===== config.mk =====
export PLATFORM = sky130hd
export DESIGN_NAME = muldiv_seq_flat
export DESIGN_NICKNAME = d
export VERILOG_FILES = /design/src/rtl/muldiv_seq_if.sv /design/src/rtl/muldiv_seq.sv /design/src/flat_wrapper.sv
export SDC_FILE = /design/constraint.sdc
export NUM_CORES = 2
export LEC_CHECK = 0
export BUFFER_PORTS_ARGS = -buffer_cell sky130_fd_sc_hd__buf_2
export CAP_MARGIN = 15
export CELL_PAD_IN_SITES_DETAIL_PLACEMENT = 0
export CELL_PAD_IN_SITES_GLOBAL_PLACEMENT = 1
export CORE_ASPECT_RATIO = 0.5
export CORE_MARGIN = 1.5
export CORE_UTILIZATION = 51
export CTS_CLUSTER_SIZE = 12
export DETAILED_ROUTE_END_ITERATION = 8
export GPL_TIMING_DRIVEN = 0
export PLACE_DENSITY = 0.92
export SETUP_SLACK_MARGIN = 0.4
export SLEW_MARGIN = 20
export SYNTH_ARGS = -nofsm -noshare
export SYNTH_HDL_FRONTEND = slang
export SYNTH_SLANG_ARGS = --single-unit

===== constraint.sdc =====
create_clock -name clk1 -period 10.1 [get_ports clk1]
set_input_delay 1.01 -clock clk1 [delete_from_list [all_inputs] [get_ports clk1]]
set_output_delay 1.01 -clock clk1 [all_outputs]
set_load 0.01 [all_outputs]

===== src/rtl/muldiv_seq_if.sv =====
// rtl/muldiv_seq_if.sv - EX-stage bundle between the pipeline and the RV32M sequencer
interface muldiv_seq_if #(
    parameter int XLEN = 32
);
    logic            start;
    logic            flush;
    logic [2:0]      funct3;
    logic [XLEN-1:0] op1;
    logic [XLEN-1:0] op2;
    logic            stall_req;
    logic            busy;
    logic            done;
    logic [XLEN-1:0] result;

    modport master (
        output start, flush, funct3, op1, op2,
        input  stall_req, busy, done, result
    );

    modport slave (
        input  start, flush, funct3, op1, op2,
        output stall_req, busy, done, result
    );
endinterface


===== src/rtl/muldiv_seq.sv =====
// rtl/muldiv_seq.sv - RV32M multi-cycle sequencer: one-cycle multiply, restoring divide
module muldiv_seq #(
    parameter int XLEN     = 32,
    parameter int DIV_BITS = 1
) (
    input  logic        clk1,
    input  logic        rst,
    muldiv_seq_if.slave bus
);
    localparam int N  = XLEN / DIV_BITS;
    localparam int CW = $clog2(N + 1);
    localparam logic [XLEN-1:0] MIN_NEG = {1'b1, {(XLEN-1){1'b0}}};

    typedef enum logic [2:0] {S_IDLE, S_MUL, S_DIV, S_FIX, S_DONE} state_t;
    state_t state, state_nxt;

    logic [1:0]      op_q;
    logic [XLEN-1:0] a_q, b_q;
    logic [XLEN-1:0] quo, rem, dvs;
    logic [CW-1:0]   cnt;
    logic            sign_q, sign_r, dz_flag, ovf_flag;
    logic            busy_q, done_q;
    logic [XLEN-1:0] result_q;

    logic            accept, in_signed, in_dz, in_ovf;
    logic [XLEN-1:0] mag1, mag2;

    assign accept    = bus.start & ~bus.flush & (state == S_IDLE || state == S_DONE);
    assign in_signed = ~bus.funct3[0];
    assign in_dz     = bus.funct3[2] && (bus.op2 == '0);
    assign in_ovf    = bus.funct3[2] && in_signed && (bus.op1 == MIN_NEG) && (bus.op2 == '1);
    assign mag1      = (in_signed && bus.op1[XLEN-1]) ? -bus.op1 : bus.op1;
    assign mag2      = (in_signed && bus.op2[XLEN-1]) ? -bus.op2 : bus.op2;

    assign bus.stall_req = busy_q | accept;
    assign bus.busy      = busy_q;
    assign bus.done      = done_q;
    assign bus.result    = result_q;

    always_ff @(posedge clk1) begin
        if (rst) state <= S_IDLE;
        else     state <= state_nxt;
    end

    always_comb begin
        state_nxt = state;
        case (state)
            S_IDLE, S_DONE: begin
                state_nxt = S_IDLE;
                if (accept) begin
                    if (!bus.funct3[2])       state_nxt = S_MUL;
                    else if (in_dz || in_ovf) state_nxt = S_FIX;
                    else                      state_nxt = S_DIV;
                end
            end
            S_MUL:   state_nxt = S_DONE;
            S_DIV:   if (cnt == CW'(1)) state_nxt = S_FIX;
            S_FIX:   state_nxt = S_DONE;
            default: state_nxt = S_IDLE;
        endcase
        if (bus.flush) state_nxt = S_IDLE;
    end

    // Products are formed at 2*XLEN; sign extension selects the MUL/MULH/MULHSU/MULHU flavour.
    logic [2*XLEN-1:0] mul_a, mul_b, prod;
    logic [XLEN-1:0]   mul_res;
    assign mul_a   = {{XLEN{a_q[XLEN-1] & (op_q != 2'b11)}}, a_q};
    assign mul_b   = {{XLEN{b_q[XLEN-1] & ~op_q[1]}}, b_q};
    assign prod    = mul_a * mul_b;
    assign mul_res = (op_q == 2'b00) ? prod[XLEN-1:0] : prod[2*XLEN-1:XLEN];

    // Restoring steps: the sign bit of the XLEN+1 trial difference decides the quotient bit.
    logic [XLEN-1:0] quo_nxt, rem_nxt;
    logic [XLEN:0]   shifted, diff;
    always_comb begin
        quo_nxt = quo;
        rem_nxt = rem;
        shifted = '0;
        diff    = '0;
        for (int i = 0; i < DIV_BITS; i++) begin
            shifted = {rem_nxt, quo_nxt[XLEN-1]};
            diff    = shifted - {1'b0, dvs};
            rem_nxt = diff[XLEN] ? shifted[XLEN-1:0] : diff[XLEN-1:0];
            quo_nxt = {quo_nxt[XLEN-2:0], ~diff[XLEN]};
        end
    end

    logic [XLEN-1:0] q_fin, r_fin;
    always_comb begin
        q_fin = (sign_q && !op_q[0]) ? -quo : quo;
        r_fin = (sign_r && !op_q[0]) ? -rem : rem;
        if (dz_flag) begin
            q_fin = '1;
            r_fin = a_q;
        end else if (ovf_flag) begin
            q_fin = MIN_NEG;
            r_fin = '0;
        end
    end

    always_ff @(posedge clk1) begin
        if (rst) begin
            op_q     <= '0;
            a_q      <= '0;
            b_q      <= '0;
            quo      <= '0;
            rem      <= '0;
            dvs      <= '0;
            cnt      <= '0;
            sign_q   <= 1'b0;
            sign_r   <= 1'b0;
            dz_flag  <= 1'b0;
            ovf_flag <= 1'b0;
            busy_q   <= 1'b0;
            done_q   <= 1'b0;
            result_q <= '0;
        end else if (bus.flush) begin
            busy_q <= 1'b0;
            done_q <= 1'b0;
        end else begin
            done_q <= 1'b0;
            case (state)
                S_IDLE, S_DONE: begin
                    if (accept) begin
                        op_q     <= bus.funct3[1:0];
                        a_q      <= bus.op1;
                        b_q      <= bus.op2;
                        quo      <= mag1;
                        rem      <= '0;
                        dvs      <= mag2;
                        cnt      <= CW'(N);
                        sign_q   <= bus.op1[XLEN-1] ^ bus.op2[XLEN-1];
                        sign_r   <= bus.op1[XLEN-1];
                        dz_flag  <= in_dz;
                        ovf_flag <= in_ovf;
                        busy_q   <= 1'b1;
                    end
                end
                S_MUL: begin
                    result_q <= mul_res;
                    busy_q   <= 1'b0;
                    done_q   <= 1'b1;
                end
                S_DIV: begin
                    quo <= quo_nxt;
                    rem <= rem_nxt;
                    cnt <= cnt - CW'(1);
                end
                S_FIX: begin
                    result_q <= op_q[1] ? r_fin : q_fin;
                    busy_q   <= 1'b0;
                    done_q   <= 1'b1;
                end
                default: ;
            endcase
        end
    end
endmodule


===== src/flat_wrapper.sv =====
// flat-port wrapper written by rule: the top's interface ports become plain ports
module muldiv_seq_flat 
#(
    parameter int XLEN     = 32,
    parameter int DIV_BITS = 1
)
  (clk1, rst, bus_start, bus_flush, bus_funct3, bus_op1, bus_op2, bus_stall_req, bus_busy, bus_done, bus_result);
  muldiv_seq_if #(.XLEN(XLEN)) bus_i ();
  input  logic clk1;
  input  logic rst;
  input wire logic [$bits(bus_i.start)-1:0] bus_start;
  input wire logic [$bits(bus_i.flush)-1:0] bus_flush;
  input wire logic [$bits(bus_i.funct3)-1:0] bus_funct3;
  input wire logic [$bits(bus_i.op1)-1:0] bus_op1;
  input wire logic [$bits(bus_i.op2)-1:0] bus_op2;
  output wire logic [$bits(bus_i.stall_req)-1:0] bus_stall_req;
  output wire logic [$bits(bus_i.busy)-1:0] bus_busy;
  output wire logic [$bits(bus_i.done)-1:0] bus_done;
  output wire logic [$bits(bus_i.result)-1:0] bus_result;
  assign bus_i.start = bus_start;
  assign bus_i.flush = bus_flush;
  assign bus_i.funct3 = bus_funct3;
  assign bus_i.op1 = bus_op1;
  assign bus_i.op2 = bus_op2;
  assign bus_stall_req = bus_i.stall_req;
  assign bus_busy = bus_i.busy;
  assign bus_done = bus_i.done;
  assign bus_result = bus_i.result;
  muldiv_seq #(.XLEN(XLEN), .DIV_BITS(DIV_BITS)) u_core (.clk1(clk1), .rst(rst), .bus(bus_i));
endmodule

==> impl_results.md <==
- Run status: completed
- Die width: 451 microns
- Vias: 44,776
- R2R Setup Slk: 420 ps
- Antenna Nets Post-Route: 0
- Syn avg cell area: 8.55 sq um
- Via-to-Cell Ratio: 5.99
- Synth async-reset ratio: 0
- Crit Path Class: flop to flop
- Worst-Skew Late Latency: 540 ps
- Die span in y: 227 microns
- Layout area overhead: 6.94%
- # IOs: 106
- Final setup margin: 424 ps
- Power Internal: 1920 uW
- Max-slew violations: 0
- Core Rows: 81
- Min-delay worst type: flop to flop
- Fin crit period: 9680 ps
- Die outline area: 102,000 sq um
- FF+latch count, synth: 207
- Sw Pwr: 1720 uW
- Post-route design area: 54,600 sq um
- Longest Clk Path Bufs: 3
- Drt wl/cell: 30.1 microns
- Syn Nets: 7,425
- Area post-placement: 53,300 sq um
- Final nets: 7,578
- Peak supply drop: 0.000147 V
- Setup violations, final: 0
- Post-DP HPWL: 188,000 microns
- TritonCTS Buffers: 23
- Pre-antenna DRT Iters: 6
- Reg2reg start: u_core.b_q[26]
- PD cells: 66.6 nW/um^2
- Overall Global Routing Usage: 0.445
- IO Port Bufs: 104
- Final Hold Fails: 0
- Post-synth EDFFs: 0
- Worst EP arrival: 10,100 ps
- Pre-CTS setup slack: -1710 ps
- Sequential element share of the synthesized area: 0.0811
- Worst-margin pin slew: 1190 ps
- CP required: 10,520 ps
- Initial core utilization: 0.519
- Clk pwr share: 0.236
- Syn Inst Count: 5,977
- P_leak: 0.0261 uW
- Logic pwr share: 0.516
- Worst reg2reg path depth: 26
- Critical path fanouts, max: 10
- Period utilization: 0.958
- Post-synth top flop: dfxtp_1
- Critical path endpoint: u_core.bus.result[27]
- Fmax: 103 MHz
- Most common cell after layout, fill and taps aside: inv_1
- RSZ-0062 raised after global routing: false
- CTS tree: done
- Layout Skew: 14.7 ps
- Top-area cell type share of the netlist area: 0.441
- Crit path launch: u_core.b_q[26]
- Share of post-route cells with drive strength above 1: 0.0666
- Core area: 98,500 sq um
- RePlAce Congestion: 1.08
- Seq pwr share: 0.249
- DRC viols: 0
- Worst R2R End: u_core.bus.result[27]
- Starting DRC count in detailed routing: 5,070
- GR Overflow Total: 0
- Ranking of synthesized cells by area: fa_1, inv_1, dfxtp_1
- Synthesis warning total: 0
- Yosys cell types: 80
- CTS H-Tree Depth: 1
- Synthesized cell area: 51,100 sq um
- CTS root buf: clkbuf_16
- Worst-path clk slew: 60 ps
- Most frequent cells in the layout: inv_1, fa_1, nand2_1, and2_1, a21oi_1
- First-pass GRT wire length: 322,000 microns
- Initial antenna violation count: 27
- Slew headroom: 0.207
- Vias in the first global route: 45,655
- Max-cap violations: 0
- Sw frac: 0.472
- Final WL: 225,000 microns
- Setup crit end kind: flop
- Yosys top cell by area: fa_1
- CP Launch Type: flop
- Largest net degree at the start of global routing: 25
- CTS sink cnt: 207
-- power by group through the flow --
stage	Sequential (uW)	Clock (uW)	Combinational, uW
2_1_floorplan	889	0	993
3_3_place_gp	916	0	1730
3_5_place_dp	917	0	1730
4_1_cts	899	865	1770
5_1_grt	906	891	1980
6_report	905	859	1880
-- worst min path at each step --
| stage | start | end | cells past startpoint |
|---|---|---|---|
| final | u_core.bus.result[6] | u_core.bus.result[6] | 1 |
| after global routing | u_core.bus.result[6] | u_core.bus.result[6] | 1 |
| after CTS | u_core.bus.result[6] | u_core.bus.result[6] | 1 |
| after detailed placement | u_core.bus.result[6] | u_core.bus.result[6] | 1 |
| after global placement | u_core.bus.result[6] | u_core.bus.result[6] | 1 |
| after floorplan | u_core.quo[1] | u_core.quo[1] | 2 |
-- layer usage --
layer	part of all wire	global-route usage	vias up
li1	-	-	18518
met1	0.40	0.594	22875
met2	0.39	0.611	2894
met4	0.046	0.173	14
met5	0.0013	0.0218	-
met3	0.16	0.223	475
-- kinds of logic after synthesis --
| group | Yosys count | synth area share |
|---|---|---|
| compound gates | 775 | 0.0943 |
| xor+xnor | 210 | 0.0364 |
| fa+ha+maj | 1377 | 0.503 |
| buf+inv | 1527 | 0.113 |
| flops | 207 | 0.0811 |
| mux | 39 | 0.00771 |
| simple gates | 1842 | 0.165 |
-- critical path, stage by stage, from the launching register on --
cell	delay, ps
dfxtp_1	310
clkbuf_1	800
clkbuf_2	530
nand2_1	130
fa_1	500
inv_1	70
fa_1	490
fa_1	600
fa_1	470
fa_1	680
inv_1	100
fa_1	510
inv_1	90
fa_1	540
fa_1	430
ha_1	290
clkbuf_1	250
a21oi_2	300
o21ai_0	230
o21ai_2	310
a21oi_1	190
a2111oi_2	430
a21oi_1	150
o22a_2	260
a31o_2	300
or4_1	400
a22o_1	200
-- Yosys cell counts, drive strengths merged (5+ instances only) --
cell type	count
a2111oi	6
a211oi	67
a21o	47
a21oi	275
a221oi	7
a2bb2oi	5
a311oi	13
a31oi	24
and2	370
and3	14
buf	12
clkbuf	361
dfxtp	207
fa	1126
ha	251
inv	1152
mux2i	36
nand2	1000
nand2b	20
nand3	22
nand4	31
nor2	229
nor2b	16
nor3	51
nor3b	7
nor4	22
nor4b	5
o2111ai	5
o211ai	23
o21a	18
o21ai	183
o21bai	8
o221ai	9
o311ai	6
o31ai	24
o41ai	14
or2	13
or3	15
or4	15
xnor2	124
xor2	86
-- layout make-up --
class | instances | area, sq um
multi-input combinational | 4243 | 41300
fill | 9254 | 43900
tap | 1328 | 1660
buffer | 373 | 1660
clock buffer | 28 | 614
antenna | 13 | 32.5
sequential | 207 | 4160
clock inverter | 7 | 113
inverter | 1154 | 4340
timing repair buffer | 128 | 726
-- flip-flops by register name, indices dropped and copies added, names as in the netlist, 2 cells and up --
name,cells
u_core.dvs,32
u_core.op_q,2
u_core.a_q,31
u_core.b_q,31
u_core.quo,32
u_core.rem,32
u_core.bus.result,32
u_core.state,3
u_core.cnt,6
-- through the flow --
| step | utilization | setup TNS [ps] | power (uW) | cells | hold slack (ps) |
|---|---|---|---|---|---|
| after global placement | 0.541 | -31390 | 2640 | 7409 | 437 |
| after CTS | 0.551 | 0 | 3530 | 7449 | 455 |
| after floorplan | - | 0 | 1880 | 5977 | 453 |
| after detailed placement | 0.541 | -19370 | 2650 | 7409 | 440 |
| after global routing | 0.555 | 0 | 3770 | 7471 | 469 |
| final | 0.555 | 0 | 3640 | 7481 | 449 |
-- timing repair --
item / CTS / global route
resized for setup: 106 / 216
hold buffers: 0 / 0
endpoints found under the hold margin: 0 / 0
setup endpoints to repair: 28 / 23
pin swaps: 1 / 5
cloned: 0 / 0
setup buffers: 5 / 19
(Power assumes the default switching activity.)
